## src/rtl/id_ex_hazard_ctrl_if.sv

```systemverilog
`default_nettype none
// ============================================================================
// id_ex_hazard_ctrl_if : hazard-controller pipeline bus (rev 1.0)
// ============================================================================
interface id_ex_hazard_ctrl_if #(
  parameter int CNT_W = 16
);
  logic [4:0]       id_rs;
  logic [4:0]       id_rt;
  logic             id_uses_rs;
  logic             id_uses_rt;
  logic             id_jump;
  logic             ex_memread;
  logic             ex_regwr;
  logic [4:0]       ex_wreg;
  logic             ex_branch_taken;
  logic             mem_req;
  logic             mem_ready;
  logic             pc_write;
  logic             ifid_write;
  logic             ifid_flush;
  logic             idex_write;
  logic             idex_flush;
  logic             exmem_write;
  logic             mem_err;
  logic [CNT_W-1:0] stall_cycles;
  logic [CNT_W-1:0] flush_count;

  // Pipeline side: reports stage contents, consumes the controls.
  modport master (
    output id_rs, id_rt, id_uses_rs, id_uses_rt, id_jump,
           ex_memread, ex_regwr, ex_wreg, ex_branch_taken,
           mem_req, mem_ready,
    input  pc_write, ifid_write, ifid_flush, idex_write, idex_flush,
           exmem_write, mem_err, stall_cycles, flush_count
  );

  // Controller side.
  modport slave (
    input  id_rs, id_rt, id_uses_rs, id_uses_rt, id_jump,
           ex_memread, ex_regwr, ex_wreg, ex_branch_taken,
           mem_req, mem_ready,
    output pc_write, ifid_write, ifid_flush, idex_write, idex_flush,
           exmem_write, mem_err, stall_cycles, flush_count
  );
endinterface
`default_nettype wire

```

## src/rtl/id_ex_hazard_ctrl.sv

```systemverilog
`default_nettype none
// ============================================================================
// id_ex_hazard_ctrl : load-use stall, branch/jump flush, data-memory freeze
//                     with watchdog, stall/flush performance counters (rev 1.0)
// ============================================================================
module id_ex_hazard_ctrl #(
  parameter int TIMEOUT = 16,
  parameter int CNT_W   = 16
) (
  input  wire logic          clk,
  input  wire logic          reset,
  id_ex_hazard_ctrl_if.slave hz
);

  typedef enum logic [0:0] {
    RUN      = 1'b0,
    MEM_WAIT = 1'b1
  } state_t;

  localparam logic [15:0] WAIT_LAST = 16'(TIMEOUT - 1);

  state_t           state_q, state_d;
  logic [15:0]      wait_cnt_q, wait_cnt_d;
  logic             mem_err_q, mem_err_d;
  logic [CNT_W-1:0] stall_cycles_q, stall_cycles_d;
  logic [CNT_W-1:0] flush_count_q, flush_count_d;

  logic memwait;
  logic load_use;
  logic frozen;
  logic pc_write, ifid_write, ifid_flush, idex_write, idex_flush, exmem_write;

  always_comb begin
    memwait  = hz.mem_req && !hz.mem_ready;
    load_use = hz.ex_memread && hz.ex_regwr && (hz.ex_wreg != 5'd0) &&
               ((hz.id_uses_rs && (hz.id_rs == hz.ex_wreg)) ||
                (hz.id_uses_rt && (hz.id_rt == hz.ex_wreg)));
  end

  always_ff @(posedge clk or posedge reset) begin
    if (reset) begin
      state_q        <= RUN;
      wait_cnt_q     <= '0;
      mem_err_q      <= 1'b0;
      stall_cycles_q <= '0;
      flush_count_q  <= '0;
    end else begin
      state_q        <= state_d;
      wait_cnt_q     <= wait_cnt_d;
      mem_err_q      <= mem_err_d;
      stall_cycles_q <= stall_cycles_d;
      flush_count_q  <= flush_count_d;
    end
  end

  // Release happens in the same cycle as mem_ready or watchdog expiry.
  always_comb begin
    state_d    = state_q;
    wait_cnt_d = wait_cnt_q;
    mem_err_d  = mem_err_q;
    frozen     = 1'b0;
    case (state_q)
      RUN: begin
        wait_cnt_d = '0;
        if (memwait) begin
          frozen  = 1'b1;
          state_d = MEM_WAIT;
        end
      end
      MEM_WAIT: begin
        if (hz.mem_ready) begin
          state_d    = RUN;
          wait_cnt_d = '0;
        end else if (wait_cnt_q == WAIT_LAST) begin
          state_d    = RUN;
          wait_cnt_d = '0;
          mem_err_d  = 1'b1;
        end else begin
          frozen     = 1'b1;
          wait_cnt_d = wait_cnt_q + 16'd1;
        end
      end
      default: state_d = RUN;
    endcase
  end

  always_comb begin
    pc_write    = 1'b0;
    ifid_write  = 1'b0;
    ifid_flush  = 1'b0;
    idex_write  = 1'b0;
    idex_flush  = 1'b0;
    exmem_write = 1'b0;
    if (!reset && !frozen) begin
      idex_write  = 1'b1;
      exmem_write = 1'b1;
      if (hz.ex_branch_taken) begin
        pc_write   = 1'b1;
        ifid_write = 1'b1;
        ifid_flush = 1'b1;
        idex_flush = 1'b1;
      end else if (load_use) begin
        // Holding IF/ID also defers any jump in ID until the load has left EX.
        idex_flush = 1'b1;
      end else if (hz.id_jump) begin
        pc_write   = 1'b1;
        ifid_write = 1'b1;
        ifid_flush = 1'b1;
      end else begin
        pc_write   = 1'b1;
        ifid_write = 1'b1;
      end
    end
  end

  always_comb begin
    stall_cycles_d = stall_cycles_q;
    flush_count_d  = flush_count_q;
    if (!pc_write && (stall_cycles_q != {CNT_W{1'b1}})) begin
      stall_cycles_d = stall_cycles_q + 1'b1;
    end
    if (ifid_flush && (flush_count_q != {CNT_W{1'b1}})) begin
      flush_count_d = flush_count_q + 1'b1;
    end
  end

  assign hz.pc_write     = pc_write;
  assign hz.ifid_write   = ifid_write;
  assign hz.ifid_flush   = ifid_flush;
  assign hz.idex_write   = idex_write;
  assign hz.idex_flush   = idex_flush;
  assign hz.exmem_write  = exmem_write;
  assign hz.mem_err      = mem_err_q;
  assign hz.stall_cycles = stall_cycles_q;
  assign hz.flush_count  = flush_count_q;

endmodule
`default_nettype wire

```

## src/flat_wrapper.sv

```systemverilog
// flat-port wrapper written by rule: the top's interface ports become plain ports
module id_ex_hazard_ctrl_flat 
#(
  parameter int TIMEOUT = 16,
  parameter int CNT_W   = 16
)
  (clk, reset, hz_id_rs, hz_id_rt, hz_id_uses_rs, hz_id_uses_rt, hz_id_jump, hz_ex_memread, hz_ex_regwr, hz_ex_wreg, hz_ex_branch_taken, hz_mem_req, hz_mem_ready, hz_pc_write, hz_ifid_write, hz_ifid_flush, hz_idex_write, hz_idex_flush, hz_exmem_write, hz_mem_err, hz_stall_cycles, hz_flush_count);
  id_ex_hazard_ctrl_if #(.CNT_W(CNT_W)) hz_i ();
  input  wire logic clk;
  input  wire logic reset;
  input wire logic [$bits(hz_i.id_rs)-1:0] hz_id_rs;
  input wire logic [$bits(hz_i.id_rt)-1:0] hz_id_rt;
  input wire logic [$bits(hz_i.id_uses_rs)-1:0] hz_id_uses_rs;
  input wire logic [$bits(hz_i.id_uses_rt)-1:0] hz_id_uses_rt;
  input wire logic [$bits(hz_i.id_jump)-1:0] hz_id_jump;
  input wire logic [$bits(hz_i.ex_memread)-1:0] hz_ex_memread;
  input wire logic [$bits(hz_i.ex_regwr)-1:0] hz_ex_regwr;
  input wire logic [$bits(hz_i.ex_wreg)-1:0] hz_ex_wreg;
  input wire logic [$bits(hz_i.ex_branch_taken)-1:0] hz_ex_branch_taken;
  input wire logic [$bits(hz_i.mem_req)-1:0] hz_mem_req;
  input wire logic [$bits(hz_i.mem_ready)-1:0] hz_mem_ready;
  output wire logic [$bits(hz_i.pc_write)-1:0] hz_pc_write;
  output wire logic [$bits(hz_i.ifid_write)-1:0] hz_ifid_write;
  output wire logic [$bits(hz_i.ifid_flush)-1:0] hz_ifid_flush;
  output wire logic [$bits(hz_i.idex_write)-1:0] hz_idex_write;
  output wire logic [$bits(hz_i.idex_flush)-1:0] hz_idex_flush;
  output wire logic [$bits(hz_i.exmem_write)-1:0] hz_exmem_write;
  output wire logic [$bits(hz_i.mem_err)-1:0] hz_mem_err;
  output wire logic [$bits(hz_i.stall_cycles)-1:0] hz_stall_cycles;
  output wire logic [$bits(hz_i.flush_count)-1:0] hz_flush_count;
  assign hz_i.id_rs = hz_id_rs;
  assign hz_i.id_rt = hz_id_rt;
  assign hz_i.id_uses_rs = hz_id_uses_rs;
  assign hz_i.id_uses_rt = hz_id_uses_rt;
  assign hz_i.id_jump = hz_id_jump;
  assign hz_i.ex_memread = hz_ex_memread;
  assign hz_i.ex_regwr = hz_ex_regwr;
  assign hz_i.ex_wreg = hz_ex_wreg;
  assign hz_i.ex_branch_taken = hz_ex_branch_taken;
  assign hz_i.mem_req = hz_mem_req;
  assign hz_i.mem_ready = hz_mem_ready;
  assign hz_pc_write = hz_i.pc_write;
  assign hz_ifid_write = hz_i.ifid_write;
  assign hz_ifid_flush = hz_i.ifid_flush;
  assign hz_idex_write = hz_i.idex_write;
  assign hz_idex_flush = hz_i.idex_flush;
  assign hz_exmem_write = hz_i.exmem_write;
  assign hz_mem_err = hz_i.mem_err;
  assign hz_stall_cycles = hz_i.stall_cycles;
  assign hz_flush_count = hz_i.flush_count;
  id_ex_hazard_ctrl #(.TIMEOUT(TIMEOUT), .CNT_W(CNT_W)) u_core (.clk(clk), .reset(reset), .hz(hz_i));
endmodule
```

## config.mk

```make
export PLATFORM = sky130hd
export DESIGN_NAME = id_ex_hazard_ctrl_flat
export DESIGN_NICKNAME = d
export VERILOG_FILES = /design/src/rtl/id_ex_hazard_ctrl_if.sv /design/src/rtl/id_ex_hazard_ctrl.sv /design/src/flat_wrapper.sv
export SDC_FILE = /design/constraint.sdc
export NUM_CORES = 1
export LEC_CHECK = 0
export CORE_ASPECT_RATIO = 1.5
export CORE_MARGIN = 5
export CORE_UTILIZATION = 25
export DETAILED_ROUTE_END_ITERATION = 10
export PLACE_DENSITY = 0.53
export SYNTH_ARGS = -nofsm -noshare
export SYNTH_HDL_FRONTEND = slang
export SYNTH_SLANG_ARGS = --single-unit
```

## constraint.sdc

```tcl
create_clock -name clk -period 8.3 [get_ports clk]
set_clock_uncertainty 0.2 [all_clocks]
set_input_delay 2.49 -clock clk [delete_from_list [all_inputs] [get_ports clk]]
set_output_delay 2.49 -clock clk [all_outputs]
set_load 0.02 [all_outputs]
```

==> Flow_metrics.wiki, run 1 <==
{| class="wikitable"
! Metric !! Value
|-
| Initial DRC Count || 54
|-
| Arrival time at the worst endpoint || 4.76 ns
|-
| Portion of synthesized cell area occupied by the leading cell type || 0.485
|-
| Sum of negative setup slack || 0 ns
|-
| Worst Hold Class || reg -> reg
|-
| Cts-stage hold buffer count || 0
|-
| CTS Buf Count || 5
|-
| Hold path endpoint || u_core.wait_cnt_q[0]
|-
| Top Ports || 64
|-
| Headroom to the max-slew limit || 0.424
|-
| Maximum ir drop on the vdd rail || 0.000139 V
|-
| Achievable frequency || 134 MHz
|-
| Seq cells post-synth || 50
|-
| Final HPWL from detailed placement || 4730 µm
|-
| Final cell count without fillers || 440
|-
| Crit Path Max Fanout || 3
|-
| Crit path setup slack, layout || 0.846 ns
|-
| Top post-synthesis cells by area || dfrtp_1 48%, xnor2_1 8.8%, xor2_1 8.5%, nor2_1 4.5%, nand2_1 3.9%
|-
| Status || completed
|-
| Tot GR Track Use || 0.108
|-
| Worst skew pair latency || 0.28 ns
|-
| Post-Syn Area || 0.00258 mm²
|-
| Setup Slack @ Placement || 0.799 ns
|-
| Crit path largest cell delay || 0.66 ns
|-
| Hold path depth || 1
|-
| Number of antenna-violating nets in the routed design || 0
|-
| Remaining routing DRC violations || 0
|-
| Sequential-to-total area share from yosys stat || 0.485
|-
| Antenna cell count || 0
|-
| Crit start category || input port
|-
| Critical path capture point type || output port
|-
| Sinks on the clock net || 50
|-
| Clock tree from TritonCTS || done
|-
| Count of unique library cells instantiated by Yosys || 39
|-
| Remaining global-route overflow || 0
|-
| Via count || 2006
|-
| Library cell used as clock root buffer || clkbuf_16
|-
| Placement Rows || 45
|-
| Total Routed Length || 6200 µm
|-
| Yosys Warn Count || 0
|-
| # nets final || 351
|-
| Static leakage || 0.00138 µW
|-
| Avg Cell Area, Syn || 10.1 µm²
|-
| Start point of the critical path || hz_ex_wreg[0]
|-
| Cell count after placement || 433
|-
| Setup repair after global routing missed its margin || no
|-
| Filler instances || 1085
|-
| Antenna violations before repair || 0
|-
| Largest net degree at the start of global routing || 51
|-
| Reg-to-reg slack, setup || 5.59 ns
|-
| Final Wtd Congestion || 0.783
|-
| Post-CTS setup buffer count || 0
|-
| CTS max path bufs || 2
|-
| Startpoint of the most critical register-to-register path || u_core.wait_cnt_q[12]
|-
| Library cell with the largest summed area after synthesis || dfrtp_1
|-
| CP dominant cell by count || clkdlybuf4s50_1
|-
| Mean number of vias per cell || 4.56
|-
| Wire length of the first global-routing pass || 10700 µm
|-
| Hold Violations, Final || 0
|-
| Post-layout minimum cycle time || 7.45 ns
|-
| Path type of the worst setup path || in -> out
|-
| Via count of the first global-routing pass || 2178
|-
| Max-slew violation count || 0
|-
| Routed wire per std cell || 14.1 µm
|-
| Final worst path period share || 0.898
|-
| Cell type of the slowest stage on the worst timing path || clkdlybuf4s50_1
|-
| Worst-case reg-to-reg path depth || 7
|-
| Number of gates given a new drive strength after cts || 0
|-
| Required time of the critical path || 5.61 ns
|-
| Die boundary height || 134 µm
|-
| Growth of design area from synthesis to finish || 34.6%
|-
| Startpoint of the lowest-slack hold path || u_core.wait_cnt_q[0]
|-
| IO Port Bufs || 63
|-
| Die outline width || 92.9 µm
|-
| Full die area || 0.0125 mm²
|-
| H-tree depth || 2
|-
| Number of maximum-capacitance violations || 0
|-
| Ratio of total power to cell area || 233 mW/mm²
|-
| Pin slew with the least headroom to its limit || 0.858 ns
|-
| Register clock-pin slew on the reported worst setup and hold paths || 0.06 ns
|-
| Area of the placeable core || 0.0101 mm²
|-
| Cells traversed along the worst timing path || clkdlybuf4s50_1 > or4_1 > o211ai_2 > nor2_2 > a211oi_4 > clkdlybuf4s50_1
|-
| Starting utilization of the core area || 0.255
|-
| Instance count of the mapped netlist || 256
|-
| Worst r2r dst || u_core.hz.flush_count[1]
|-
| Pre-Repair DR Iteration Count || 4
|-
| Layout cell share with drive strength beyond 1 || 0.0464
|-
| Setup violations, final || 0
|-
| Total nets after synthesis || 284
|}
==> cells by family (layout without fill, tap and decap cells) <==
| kind of cell | Yosys count | after routing | synth area share |
|---|---|---|---|
| AO/OA/AOI/OAI | 9 | 9 | 0.0310 |
| buffers and inverters | 12 | 79 | 0.0238 |
| multiplexers | 5 | 5 | 0.0218 |
| XOR/XNOR | 51 | 51 | 0.173 |
| AND/OR/NAND/NOR | 126 | 126 | 0.251 |
| flip-flops | 50 | 50 | 0.485 |
| adder cells (fa/ha/maj) | 3 | 3 | 0.0146 |
==> cells in the final DEF (no fill, tap or decap) <==
master	count
o22ai_1	1
mux2_1	5
nor4_1	7
nand4b_1	1
nor2_2	1
and4_1	4
o21a_1	1
clkdlybuf4s50_1	63
and3_1	5
o21bai_1	2
nor3b_1	1
ha_1	3
nand3_1	17
inv_1	5
nand3b_1	2
and4bb_1	1
nand2_1	27
nor3_1	10
nor2_1	31
buf_4	3
nor2b_1	1
nand4_1	8
a211oi_4	1
nor2b_2	1
nor4b_1	2
clkbuf_16	5
nor4_2	1
nand2b_1	3
o211ai_2	1
inv_2	1
xnor2_1	26
and2_1	1
o21ai_0	1
clkbuf_1	2
dfrtp_1	50
or4_1	1
o21ai_1	1
xor2_1	25
a21oi_2	1
or3_1	1
==> area by class of cell <==
| type | instances | area [µm²] | share of cell area |
|---|---|---|---|
| repair buffers | 66 | 653 | 0.188 |
| clock buffers | 7 | 133 | 0.0382 |
| flip-flops and latches | 50 | 1250 | 0.360 |
| multi-input cells | 194 | 1270 | 0.365 |
| well taps | 117 | 146 | 0.0421 |
| inverters | 6 | 22.5 | 0.00648 |
==> state kept, by name, summed over array words and instances (netlist names) <==
signal and count:
u_core.wait_cnt_q 16, u_core.hz.flush_count 16, u_core.hz.mem_err 1, u_core.hz.stall_cycles 16, u_core.state_q 1
==> Yosys cell counts, drive strengths merged <==
cell    instances
o22ai           1
nand4b          1
nand2          27
mux2            5
nor3           10
nand3b          2
and2            1
o21ai           2
nor3b           1
or3             1
ha              3
nand2b          3
clkbuf          2
nor4            8
dfrtp          50
nand4           8
nor2           32
nor2b           2
nor4b           2
o21bai          2
and4bb          1
and3            5
nand3          17
o211ai          1
xnor2          26
and4            4
a211oi          1
a21oi           1
o21a            1
or4             1
inv             6
xor2           25
buf             4
==> routing by layer <==
layer | vias up | GRT usage | wire, µm
met5 | - | 0 | 0
met4 | 0 | 0.0399 | 80
met3 | 6 | 0.0219 | 143
met2 | 22 | 0.201 | 3610
met1 | 968 | 0.119 | 2370
li1 | 1010 | - | -
==> per-stage QoR <==
stage | instance area [µm²] | utilization | hold slack, ns | power, µW
final | 3470 | 0.343 | 0.282 | 809
after global routing | 3470 | 0.343 | 0.296 | 861
after CTS | 3470 | 0.343 | 0.290 | 825
after detailed placement | 3340 | 0.330 | 0.277 | 627
after global placement | 3340 | 0.330 | 0.272 | 625
after floorplan | 2580 | - | 0.248 | 485
==> where the power goes <==
group / total (µW) / internal [µW] / switching, µW
Combinational: 268 / 133 / 135
Sequential: 349 / 289 / 59.3
Clock: 191 / 110 / 81.2
==> critical path: cells and delay by family <==
kind	cells	cell delay (ns)
simple gates	2	0.65
compound gates	2	0.50
buf+inv	2	1.13
==> how the worst max path moves through the flow <==
stage               slack [ns]  cells past startpoint             to
CTS                       0.80                      6  hz_ifid_flush
global placement          0.80                      6  hz_ifid_flush
detailed placement        0.80                      6  hz_ifid_flush
floorplan                 0.89                      5    hz_pc_write
finish                    0.85                      6  hz_ifid_flush
global route              0.74                      6  hz_ifid_flush
Note: power is estimated with default switching activity, not from simulation.
==> run 2, diff against run 1 <==
--- a/config.mk
+++ b/config.mk
@@ -10,6 +10,8 @@
 export CORE_UTILIZATION = 25
 export DETAILED_ROUTE_END_ITERATION = 10
 export PLACE_DENSITY = 0.53
+export SETUP_SLACK_MARGIN = 0.02
+export SKIP_CTS_REPAIR_TIMING = 1
 export SYNTH_ARGS = -nofsm -noshare
 export SYNTH_HDL_FRONTEND = slang
 export SYNTH_SLANG_ARGS = --single-unit
==> results of run 2 <==
The final DEF is identical to that of run 1; final timing and power are the same.
==> run 3, diff against run 2 <==
--- a/config.mk
+++ b/config.mk
@@ -5,11 +5,13 @@
 export SDC_FILE = /design/constraint.sdc
 export NUM_CORES = 1
 export LEC_CHECK = 0
+export CELL_PAD_IN_SITES_DETAIL_PLACEMENT = 1
+export CELL_PAD_IN_SITES_GLOBAL_PLACEMENT = 2
 export CORE_ASPECT_RATIO = 1.5
 export CORE_MARGIN = 5
 export CORE_UTILIZATION = 25
 export DETAILED_ROUTE_END_ITERATION = 10
-export PLACE_DENSITY = 0.53
+export PLACE_DENSITY = 0.75
 export SETUP_SLACK_MARGIN = 0.02
 export SKIP_CTS_REPAIR_TIMING = 1
 export SYNTH_ARGS = -nofsm -noshare
==> Flow_metrics.wiki, run 3 (same netlist as run 1, synthesis figures left out) <==
{| class="wikitable"
! Metric !! Value
|-
| Status || completed
|-
| Required time of the critical path || 5.61 ns
|-
| Crit start category || input port
|-
| Sinks on the clock net || 50
|-
| H-tree depth || 2
|-
| Clock tree from TritonCTS || done
|-
| Number of maximum-capacitance violations || 0
|-
| Power dissipated by switching net loads || 293 µW
|-
| Achievable frequency || 134 MHz
|-
| Grt peak-use layer || met2
|-
| Ratio of total power to cell area || 244 mW/mm²
|-
| Critical path capture point type || output port
|-
| Register clock-pin slew on the reported worst setup and hold paths || 0.07 ns
|-
| Die boundary height || 134 µm
|-
| Combinational power share || 0.319
|-
| Area of the placeable core || 0.0101 mm²
|-
| Cell count after placement || 433
|-
| CTS max path bufs || 2
|-
| Sequential cell area || 0.00125 mm²
|-
| Tot GR Track Use || 0.114
|-
| Largest net degree at the start of global routing || 51
|-
| Remaining routing DRC violations || 0
|-
| Total Routed Length || 6670 µm
|-
| Crit path setup slack, layout || 0.822 ns
|-
| Final cell count without fillers || 441
|-
| Growth of design area from synthesis to finish || 36.1%
|-
| Setup violations, final || 0
|-
| Pint || 564 µW
|-
| Via count || 2082
|-
| Headroom to the max-slew limit || 0.425
|-
| Hold Violations, Final || 0
|-
| Setup repair after global routing missed its margin || no
|-
| Commonest cells after routing, fill and taps aside || 63 x clkdlybuf4s50_1, 50 x dfrtp_1, 31 x nor2_1
|-
| Routed wire per std cell || 15.1 µm
|-
| # nets final || 351
|-
| Pre-Repair DR Iteration Count || 4
|-
| Initial DRC Count || 45
|-
| Mean number of vias per cell || 4.72
|-
| Clock network fraction of design power || 0.274
|-
| Setup Slack @ Placement || 0.783 ns
|-
| Number of antenna-violating nets in the routed design || 0
|-
| Crit path largest cell delay || 0.66 ns
|-
| Antenna cell count || 0
|-
| Starting utilization of the core area || 0.255
|-
| Worst skew pair latency || 0.29 ns
|-
| Met3 demand-to-capacity share in global routing || 0.0185
|-
| Area taken by multi-input logic gates || 0.00127 mm²
|-
| Final Wtd Congestion || 0.723
|-
| Full die area || 0.0125 mm²
|-
| Path type of the worst setup path || in -> out
|-
| Top Ports || 64
|-
| Arrival time at the worst endpoint || 4.79 ns
|-
| Library cell used as clock root buffer || clkbuf_16
|-
| Filler instances || 1160
|-
| Power after layout || 857 µW
|-
| Sequential share of power || 0.407
|-
| Wire length of the first global-routing pass || 11400 µm
|-
| Final worst path period share || 0.901
|-
| Startpoint of the lowest-slack hold path || u_core.hz.flush_count[10]
|-
| Die outline width || 92.9 µm
|-
| Maximum ir drop on the vdd rail || 0.000177 V
|-
| Met2 Resource Use GR || 0.217
|-
| CP dominant cell by count || clkdlybuf4s50_1
|-
| Cells traversed along the worst timing path || clkdlybuf4s50_1 > or4_1 > o211ai_2 > nor2_2 > a211oi_4 > clkdlybuf4s50_1
|-
| Met1 Use GR || 0.126
|-
| Cell type of the slowest stage on the worst timing path || clkdlybuf4s50_1
|-
| Layout cell share with drive strength beyond 1 || 0.0556
|-
| Remaining global-route overflow || 0
|-
| Worst Hold Class || reg -> reg
|-
| Startpoint of the most critical register-to-register path || u_core.wait_cnt_q[12]
|-
| Placement Rows || 45
|-
| Reg-to-reg slack, setup || 5.54 ns
|-
| Antenna violations before repair || 0
|-
| Final HPWL from detailed placement || 5120 µm
|-
| Start point of the critical path || hz_ex_wreg[0]
|-
| Sum of negative setup slack || 0 ns
|-
| Worst hold slack || 0.285 ns
|-
| Via count of the first global-routing pass || 2295
|-
| Pin slew with the least headroom to its limit || 0.855 ns
|-
| Crit Path Max Fanout || 3
|-
| Post-layout minimum cycle time || 7.48 ns
|-
| Max-slew violation count || 0
|-
| Static leakage || 0.00139 µW
|-
| IO Port Bufs || 63
|-
| Most frequent standard cell in the layout excluding fill and tap cells || clkdlybuf4s50_1
|-
| Net switching fraction of the power || 0.341
|-
| CTS Buf Count || 5
|}
-- run 3: cell type report --
class,instances,area share
Inverter,6,0.00641
Tap cell,117,0.0417
Sequential cell,50,0.356
Timing Repair Buffer,66,0.186
Multi-Input combinational cell,194,0.361
Clock buffer,5,0.0356
Clock inverter,3,0.0128
-- run 3: through the flow --
step / cell area (µm²) / util
final: 3510 / 0.346
after global routing: 3510 / 0.346
after CTS: 3510 / 0.346
after detailed placement: 3340 / 0.330
after global placement: 3340 / 0.330
after floorplan: 2580 / -
-- run 3: final timing paths --
check,cells after the start,endpoint
worst max-delay path,6,hz_ifid_flush
worst min-delay path,1,u_core.hz.flush_count[10]
worst max register to register,7,u_core.hz.flush_count[1]
worst min register to register,1,u_core.hz.flush_count[10]
max in group asynchronous,3,u_core.hz.flush_count[7]
min in group asynchronous,3,u_core.state_q
-- run 3: layer usage --
| layer | wire length, µm | vias to the layer above |
|---|---|---|
| li1 | - | 1004 |
| met1 | 2630 | 1047 |
| met2 | 3820 | 25 |
| met3 | 131 | 6 |
| met4 | 95 | 0 |
| met5 | 0 | - |
-- run 3: worst max-delay path: cells and delay by family --
kind / cells / cell delay [ns]
buffers and inverters: 2 / 1.13
AOI/OAI and AO/OA: 2 / 0.50
and+or+nand+nor: 2 / 0.66
-- run 3: power by group through the flow --
stage          Clock [µW]  Combinational [µW]  Sequential [µW]
6_report              235                 274              349
2_1_floorplan           0                91.4              394
5_1_grt               254                 293              359
3_5_place_dp            0                 279              354
4_1_cts               244                 280              350
3_3_place_gp            0                 275              352
